`config.mk`:
```
export PLATFORM = sky130hd
export DESIGN_NAME = cpu_apb_master_bridge
export DESIGN_NICKNAME = d
export VERILOG_FILES = /design/src/rtl/apb_bridge_pkg.sv /design/src/rtl/apb_timeout_counter.sv /design/src/rtl/cpu_apb_master_bridge.sv
export SDC_FILE = /design/constraint.sdc
export NUM_CORES = 1
export LEC_CHECK = 0
export CAP_MARGIN = 10
export CORE_UTILIZATION = 50
export DETAILED_ROUTE_END_ITERATION = 8
export PLACE_DENSITY_LB_ADDON = 0.1
export SETUP_SLACK_MARGIN = 0.1
export SKIP_CTS_REPAIR_TIMING = 1
export SYNTH_ARGS = -nofsm -noshare
export SYNTH_HDL_FRONTEND = slang
export SYNTH_HIERARCHICAL = 1
export SYNTH_SLANG_ARGS = --single-unit
```
`constraint.sdc`:
```
create_clock -name pclk -period 4.5 [get_ports pclk]
set_input_delay 0.9 -clock pclk [delete_from_list [all_inputs] [get_ports pclk]]
set_output_delay 0.9 -clock pclk [all_outputs]
set_load 0.02 [all_outputs]
```
`src/rtl/apb_bridge_pkg.sv`:
```
// Shared definitions for the CPU-to-APB bridge: window offsets, CTRL/STATUS
// bit positions, FSM state encoding and byte-lane helpers.
package apb_bridge_pkg;

  // Register window offsets
  localparam logic [3:0] OffWdata0 = 4'd0;
  localparam logic [3:0] OffAddr0  = 4'd4;
  localparam logic [3:0] OffCtrl   = 4'd8;
  localparam logic [3:0] OffStatus = 4'd9;
  localparam logic [3:0] OffRdata0 = 4'd12;

  // CTRL bit positions (write-only)
  localparam int unsigned CtrlStartBit = 0;
  localparam int unsigned CtrlWriteBit = 1;
  localparam int unsigned CtrlSlaveLsb = 2;
  localparam int unsigned CtrlSlaveMsb = 4;

  // STATUS bit positions (read-only)
  localparam int unsigned StatusBusyBit    = 0;
  localparam int unsigned StatusDoneBit    = 1;
  localparam int unsigned StatusTimeoutBit = 2;

  typedef enum logic [1:0] {
    StIdle   = 2'd0,
    StSetup  = 2'd1,
    StAccess = 2'd2
  } apb_state_e;

  // Little-endian byte lane extract
  function automatic logic [7:0] get_byte(logic [31:0] word, logic [1:0] idx);
    return word[{idx, 3'b000} +: 8];
  endfunction

  // Little-endian byte lane replace
  function automatic logic [31:0] set_byte(logic [31:0] word, logic [1:0] idx, logic [7:0] val);
    logic [31:0] res;
    res = word;
    res[{idx, 3'b000} +: 8] = val;
    return res;
  endfunction

endpackage

```
`src/rtl/apb_timeout_counter.sv`:
```
// ACCESS-phase wait counter. Cleared by load_i, advances while en_i is high,
// and flags expired_o during the Cycles-th enabled cycle.
module apb_timeout_counter #(
  parameter int unsigned Cycles = 255
) (
  input  logic clk_i,
  input  logic rst_ni,
  input  logic load_i,
  input  logic en_i,
  output logic expired_o
);

  localparam int unsigned CntW = (Cycles > 1) ? $clog2(Cycles) : 1;
  localparam logic [CntW-1:0] LastCnt = CntW'(Cycles - 1);

  logic [CntW-1:0] cnt_q;

  assign expired_o = en_i && (cnt_q == LastCnt);

  // Count elapsed ACCESS cycles; stop at the last one since the FSM leaves then.
  always_ff @(posedge clk_i or negedge rst_ni) begin
    if (!rst_ni) begin
      cnt_q <= '0;
    end else if (load_i) begin
      cnt_q <= '0;
    end else if (en_i && !expired_o) begin
      cnt_q <= cnt_q + 1'b1;
    end
  end

endmodule

```
`src/rtl/cpu_apb_master_bridge.sv`:
```
// Byte-wide CPU register window driving single 32-bit APB transfers.
// Optional macro APB_BRIDGE_TIMEOUT_EN adds the ACCESS-phase timeout counter
// and STATUS.timeout; without it ACCESS waits for pready indefinitely.
module cpu_apb_master_bridge
  import apb_bridge_pkg::*;
#(
  parameter int unsigned NUM_SLAVES     = 8,
  parameter int unsigned TIMEOUT_CYCLES = 255
) (
  input  logic                  pclk,
  input  logic                  presetn,
  input  logic                  cpu_sel,
  input  logic                  cpu_we_n,
  input  logic [3:0]            cpu_addr,
  input  logic [7:0]            cpu_din,
  output logic [7:0]            cpu_dout,
  output logic                  irq_n,
  output logic [NUM_SLAVES-1:0] psel,
  output logic                  penable,
  output logic                  pwrite,
  output logic [31:0]           paddr,
  output logic [31:0]           pwdata,
  input  logic                  pready,
  input  logic [31:0]           prdata
);

  apb_state_e            state_q;
  logic [31:0]           wdata_q, addr_q, rdata_q;
  logic [31:0]           paddr_q, pwdata_q;
  logic [NUM_SLAVES-1:0] psel_q;
  logic                  penable_q, pwrite_q;
  logic                  done_q, timeout_q;

  logic                  busy;
  logic                  cpu_wr;
  logic                  ctrl_wr;
  logic [2:0]            ctrl_slave;
  logic [NUM_SLAVES-1:0] sel_onehot;
  logic [7:0]            status;
  logic                  expired;

  assign busy       = (state_q != StIdle);
  assign cpu_wr     = cpu_sel && !cpu_we_n;
  assign ctrl_wr    = cpu_wr && !busy && (cpu_addr == OffCtrl);
  assign ctrl_slave = cpu_din[CtrlSlaveMsb:CtrlSlaveLsb];

  assign psel    = psel_q;
  assign penable = penable_q;
  assign pwrite  = pwrite_q;
  assign paddr   = paddr_q;
  assign pwdata  = pwdata_q;
  assign irq_n   = ~done_q;

`ifdef APB_BRIDGE_TIMEOUT_EN
  logic acc_load, acc_run;

  assign acc_load = (state_q == StSetup);
  assign acc_run  = (state_q == StAccess);

  apb_timeout_counter #(
    .Cycles (TIMEOUT_CYCLES)
  ) u_timeout (
    .clk_i     (pclk),
    .rst_ni    (presetn),
    .load_i    (acc_load),
    .en_i      (acc_run),
    .expired_o (expired)
  );
`else
  logic unused_timeout_cfg;

  assign expired            = 1'b0;
  assign unused_timeout_cfg = ^TIMEOUT_CYCLES;
`endif

  // Decode the CTRL slave index; indices beyond NUM_SLAVES select nothing.
  always_comb begin
    sel_onehot = '0;
    for (int unsigned i = 0; i < NUM_SLAVES; i++) begin
      if ({29'd0, ctrl_slave} == i) sel_onehot[i] = 1'b1;
    end
  end

  // Assemble the STATUS byte.
  always_comb begin
    status                   = 8'h00;
    status[StatusBusyBit]    = busy;
    status[StatusDoneBit]    = done_q;
    status[StatusTimeoutBit] = timeout_q;
  end

  // CPU readback mux; CTRL and unmapped offsets read as zero.
  always_comb begin
    cpu_dout = 8'h00;
    case (cpu_addr[3:2])
      OffWdata0[3:2]: cpu_dout = get_byte(wdata_q, cpu_addr[1:0]);
      OffAddr0[3:2]:  cpu_dout = get_byte(addr_q, cpu_addr[1:0]);
      OffCtrl[3:2]:   if (cpu_addr == OffStatus) cpu_dout = status;
      OffRdata0[3:2]: cpu_dout = get_byte(rdata_q, cpu_addr[1:0]);
      default:        cpu_dout = 8'h00;
    endcase
  end

  // Staged WDATA/ADDR byte writes, frozen while a transfer is in flight.
  always_ff @(posedge pclk or negedge presetn) begin
    if (!presetn) begin
      wdata_q <= '0;
      addr_q  <= '0;
    end else if (cpu_wr && !busy) begin
      if (cpu_addr[3:2] == OffWdata0[3:2]) begin
        wdata_q <= set_byte(wdata_q, cpu_addr[1:0], cpu_din);
      end else if (cpu_addr[3:2] == OffAddr0[3:2]) begin
        addr_q <= set_byte(addr_q, cpu_addr[1:0], cpu_din);
      end
    end
  end

  // Transfer FSM with registered APB outputs and status flags.
  always_ff @(posedge pclk or negedge presetn) begin
    if (!presetn) begin
      state_q   <= StIdle;
      psel_q    <= '0;
      penable_q <= 1'b0;
      pwrite_q  <= 1'b0;
      paddr_q   <= '0;
      pwdata_q  <= '0;
      rdata_q   <= '0;
      done_q    <= 1'b0;
      timeout_q <= 1'b0;
    end else begin
      case (state_q)
        StIdle: begin
          if (ctrl_wr) begin
            done_q    <= 1'b0;
            timeout_q <= 1'b0;
            if (cpu_din[CtrlStartBit]) begin
              psel_q   <= sel_onehot;
              pwrite_q <= cpu_din[CtrlWriteBit];
              paddr_q  <= addr_q;
              pwdata_q <= wdata_q;
              state_q  <= StSetup;
            end
          end
        end
        StSetup: begin
          penable_q <= 1'b1;
          state_q   <= StAccess;
        end
        StAccess: begin
          // With no slave selected nobody can answer, so only the timeout ends it.
          if (pready && (|psel_q)) begin
            if (!pwrite_q) rdata_q <= prdata;
            psel_q    <= '0;
            penable_q <= 1'b0;
            done_q    <= 1'b1;
            state_q   <= StIdle;
          end else if (expired) begin
            psel_q    <= '0;
            penable_q <= 1'b0;
            done_q    <= 1'b1;
            timeout_q <= 1'b1;
            state_q   <= StIdle;
          end
        end
        default: state_q <= StIdle;
      endcase
    end
  end

endmodule

```
Word-level counts from Yosys, hierarchy flattened
Cells that the tools add are included.
{"block": "op_classes", "add_sub_neg": 1, "eq_ne": 17, "n_shift": 5, "muxes": 25, "bitwise_logic": 3, "n_reduce_logical": 21}
{"op": "variable part select 32 x 6 -> 8 bit", "count": 3}
{"op": "bitwise mux 32 bit", "count": 2}
{"op": "case mux 8 bit (4 select lines)", "count": 1}
{"op": "variable shift 8 x 7 -> 32 bit, first input constant", "count": 1}
{"op": "variable part select 8 x 7 -> 32 bit", "count": 1}
{"op": "two-way mux 8 bit", "count": 3}
{"op": "case mux 8 bit (2 select lines)", "count": 1}
{"op": "AND reduction 3 bit", "count": 5}
{"op": "== test 3 bit, second input constant", "count": 4}
{"op": "two-way mux 1 bit", "count": 11}
{"op": "== test 4 bit, second input constant", "count": 2}
{"op": "two-way mux 2 bit", "count": 4}
{"op": "OR reduction 8 bit", "count": 1}
{"op": "negation 5 -> 7 bit", "count": 1}
{"op": "== test 2 bit, second input constant", "count": 3}
{"op": "== test 3 x 2 -> 1 bit, second input constant", "count": 2}
{"op": "!= test 2 bit, second input constant", "count": 3}
{"op": "case mux 2 bit (3 select lines)", "count": 1}
{"op": "nonzero test 2 bit", "count": 3}
{"op": "== test 2 x 1 -> 1 bit, second input constant", "count": 2}
{"op": "logical AND 1 bit", "count": 4}
{"op": "zero test 2 bit", "count": 2}
{"op": "case mux 1 bit (2 select lines)", "count": 2}
{"op": "AND reduction 2 bit", "count": 2}
{"op": "5 further kinds", "count": 8}
{"block": "word_totals", "reg_bits": 173, "input_bits": 49, "output_inout_bits": 83, "word_cells": 82}

Longest topological paths before layout
{"block": "logic_depth", "word_depth": 6, "depth_mapped": 8, "depth_no_buf": 5}

Worst setup path before layout
OpenSTA, ideal clock, no wires.
{"block": "synth_timing", "path_type": "input port to output port", "start": "input cpu_addr[2]", "end": "output cpu_dout[3]", "arrival_time_ps": 2131, "required_time_ps": 3600, "path_slack_ps": 1469, "stages": 6, "path_cell_list": "clkbuf_1 buf_1 nor2_1 a211oi_1 a21oi_1 o22ai_1"}
{"block": "synth_between", "elab_chain_cells": 2}
{"item": "start, declared", "line": "cpu_apb_master_bridge.sv:14", "source": "input logic [3:0] cpu_addr,"}
{"item": "== test 2 bit (tied with other cells)", "line": "cpu_apb_master_bridge.sv:95", "source": "case (cpu_addr[3:2])"}
{"item": "case mux 8 bit (4 select lines) (*)", "line": "cpu_apb_master_bridge.sv:95"}
{"item": "end, declared", "line": "cpu_apb_master_bridge.sv:16", "source": "output logic [7:0] cpu_dout,"}
Every way passes the cells marked *; elsewhere a longest branch is shown, timed or not.

Final worst setup path
{"block": "layout_timing", "start": "input cpu_addr[0]", "end": "output cpu_dout[0]"}
{"block": "layout_between", "elab_chain_cells": 3}
{"item": "branches (longest 2 deep; another with variable part select 32 x 6 -> 8 bit)"}
{"item": "case mux 8 bit (4 select lines) (*)", "line": "cpu_apb_master_bridge.sv:95"}
Mark *: on every way between the ends.

==> impl_metrics.py <==
metrics = {
    "placement": {
        "placed_cells": 921,
        "io_buffers": 131,
        "dp.final_hpwl_um": 13410,
        "gp_congestion": 0.8585,
        "placed_cell_area_um2": 9336,
    },
    "setup_path": {
        "ff2ff_setup_slack_ns": 2.07,
        "r2r-start": "state_q[0]",
        "rr_endpoint": "wdata_q[26]",
        "cp.arrival_ns": 2.94,
        "reg2regPathDepth": 4,
        "critPathLaunchType": "primary input",
        "cp.required_ns": 3.60,
        "path_max_fanout": 24,
        "end_kind": "output pin",
        "critical_path_class": "in -> out",
    },
    "logic_synthesis": {
        "synthCells": 605,
        "async_flop_share_pct": 100.0,
        "yosysUniqueCellTypes": 38,
        "synth_edf_count": 0,
        "synth_ff_type": "dfrtp_1",
        "synth_fp_nets": 658,
        "yosys_warnings": 6,
        "ys_seq_area_share_pct": 55.11,
        "ys_seq_elements": 173,
        "synth_mux_area_share_pct": 27.45,
        "synth_top_family_by_area": "multiplexers",
        "synthSimpleGateAreaFrac_pct": 7.248,
        "synth_compound_area_share_pct": 6.610,
        "synth_xor_area_share_pct": 0,
        "synth_fa_ha_area_share_pct": 0.6371,
        "netlist_area_um2": 7855,
        "syn_avg_cell_area_um2": 12.98,
    },
    "pwr": {
        "peakVddDrop_mv": 0.2915,
        "p_leak_nw": 4.709,
        "powerDensity_nw_per_um2": 332.5,
    },
    "clock_tree": {
        "cts_buffers": 17,
        "cts-root-buf": "clkbuf_16",
        "path_clk_slew_ns": 0.06,
        "clk_latency_ns": 0.42,
        "htree_levels": 4,
        "cts_buffer_depth": 2,
        "cts_tree": "built",
        "cts_sinks": 173,
    },
    "timing": {
        "hold_viol_final": 0,
        "relSlewSlack_pct": 31.10,
        "finalSetupViolCount": 0,
        "slew_violations": 0,
        "max_freq_ghz": 0.2601,
        "tightest_slew_ns": 1.034,
        "layout_worst_path_cycle_share_pct": 85.43,
        "rsz0062_at_grt": "no",
        "clock_skew_ns": 0.007106,
        "finalCriticalPeriod_ns": 3.844,
        "fin_setup_tns_ns": 0,
    },
    "route": {
        "drt-total-wl_um": 19060,
        "vias": 5274,
        "dr.pass1.iters": 5,
        "wl_per_cell_um": 20.04,
        "drt_iter0_markers": 377,
        "via_per_inst": 5.546,
        "drtAntennaViolNets": 0,
        "drc_errors": 0,
    },
    "global_route": {
        "grt_pass1_vias": 5215,
        "antenna_found_initial": 0,
        "grt_pass1_wl_um": 29970,
        "grt_usage_pct": 24.79,
        "grt_max_degree": 116,
        "overflow": 0,
    },
    "min_path": {
        "holdPathEnd": "penable",
        "hp-class": "reg -> reg",
        "holdCritStartpoint": "penable",
        "min_path_cells": 2,
    },
    "final_layout": {
        "final_cell_mix": "dfrtp_1, clkdlybuf4s50_1, mux2_2, nor2_1, a21oi_1",
        "final_area_um2": 9961,
        "nets": 782,
        "area_delta_synth_final_pct": 26.81,
        "mostFrequentLayoutCell": "dfrtp_1",
        "diodes": 0,
        "drive_gt1_share_pct": 27.16,
        "final_cells": 951,
    },
    "floorplanning": {
        "core-area_um2": 15260,
        "dieArea_um2": 16220,
        "row_count": 45,
        "pin_count": 132,
        "die_w_um": 127.3,
        "dieHeight_um": 127.3,
        "start_util_pct": 51.48,
    },
    "flow_run": {
        "max-cap-violations": 0,
    },
    "status": {
        "status": "completed",
    },
}
==> per-stage QoR <==
step	setup slack (ns)	util, %	hold WS, ns	total power [mW]
2_1_floorplan	1.469	-	0.4668	1.673
3_3_place_gp	0.6696	61.19	0.4615	1.793
3_5_place_dp	0.6479	61.19	0.4634	1.797
4_1_cts	0.6441	65.28	0.4786	3.343
5_1_grt	0.5679	65.28	0.5122	3.428
6_report	0.6557	65.28	0.4729	3.312
==> flip-flops by register name, summed over array words and instances (netlist names) <==
signal	flops
state_q	2
pwdata	32
penable	1
paddr	32
wdata_q	32
rdata_q	32
done_q	1
addr_q	32
pwrite	1
psel	8
==> report_power, final <==
| part | leakage, nW | internal (mW) | switching (mW) |
|---|---|---|---|
| clock | 0.302 | 0.982 | 0.562 |
| sequential | 2.40 | 1.56 | 0.00237 |
| combinational | 2.00 | 0.0833 | 0.125 |
==> synth_stat cells, types with 2 or more instances <==
cell type    n  area share, %
a211oi_1    13            1.2
a21oi_1     34            2.2
a22o_1       8           0.89
and2_1       4           0.32
buf_1        6           0.29
buf_2        8           0.51
buf_4        3           0.29
buf_6        7            1.0
clkbuf_1    13           0.62
dfrtp_1    173             55
ha_1         4           0.64
inv_1        5           0.24
mux2_2     122             17
mux2_4      30            5.7
mux2i_1     32            4.1
nand2_1     27            1.3
nand2b_1    14            1.1
nand3_1      2           0.13
nor2_1      56            2.7
nor3_1       3           0.19
nor3b_1      4           0.38
o211ai_1     2           0.19
o21ai_0     14           0.89
o22ai_1      6           0.48
or4_4        2           0.29
==> cells by family (layout without fill, tap and decap cells) <==
family          Yosys count  after routing
fa+ha+maj                 4              4
flops                   173            173
simple gates            119            119
buf+inv                  42            177
compound gates           82             82
mux                     185            185
==> worst max path at each step <==
stage	startpoint	end
floorplan	cpu_addr[2]	cpu_dout[3]
global placement	cpu_addr[0]	cpu_dout[1]
global route	cpu_addr[0]	cpu_dout[5]
detailed placement	cpu_addr[0]	cpu_dout[1]
finish	cpu_addr[0]	cpu_dout[0]
CTS	cpu_addr[0]	cpu_dout[1]
==> metal layers <==
metal,track usage (%),vias to the layer above,wire length [um]
li1,-,2383,-
met1,34.69,2678,8753
met2,38.35,184,8891
met3,5.863,29,1051
met4,7.843,0,360
met5,0,-,0
==> critical path, stage by stage <==
cell             delay (ns)
clkdlybuf4s50_1        0.43
buf_4                  0.23
buf_4                  0.20
inv_1                  0.16
a21oi_1                0.10
o211ai_1               0.25
clkdlybuf4s50_1        0.67
==> cell type report <==
type                       instances  area, um2
inverter                           5      18.77
fill                            1162       5298
multi-input combinational        390       3302
timing repair buffer             142       1423
clock buffer                      24      491.7
clock inverter                     6      132.6
tap                              211      264.0
sequential                       173       4329
No activity file was read; power rests on OpenSTA's default activity.
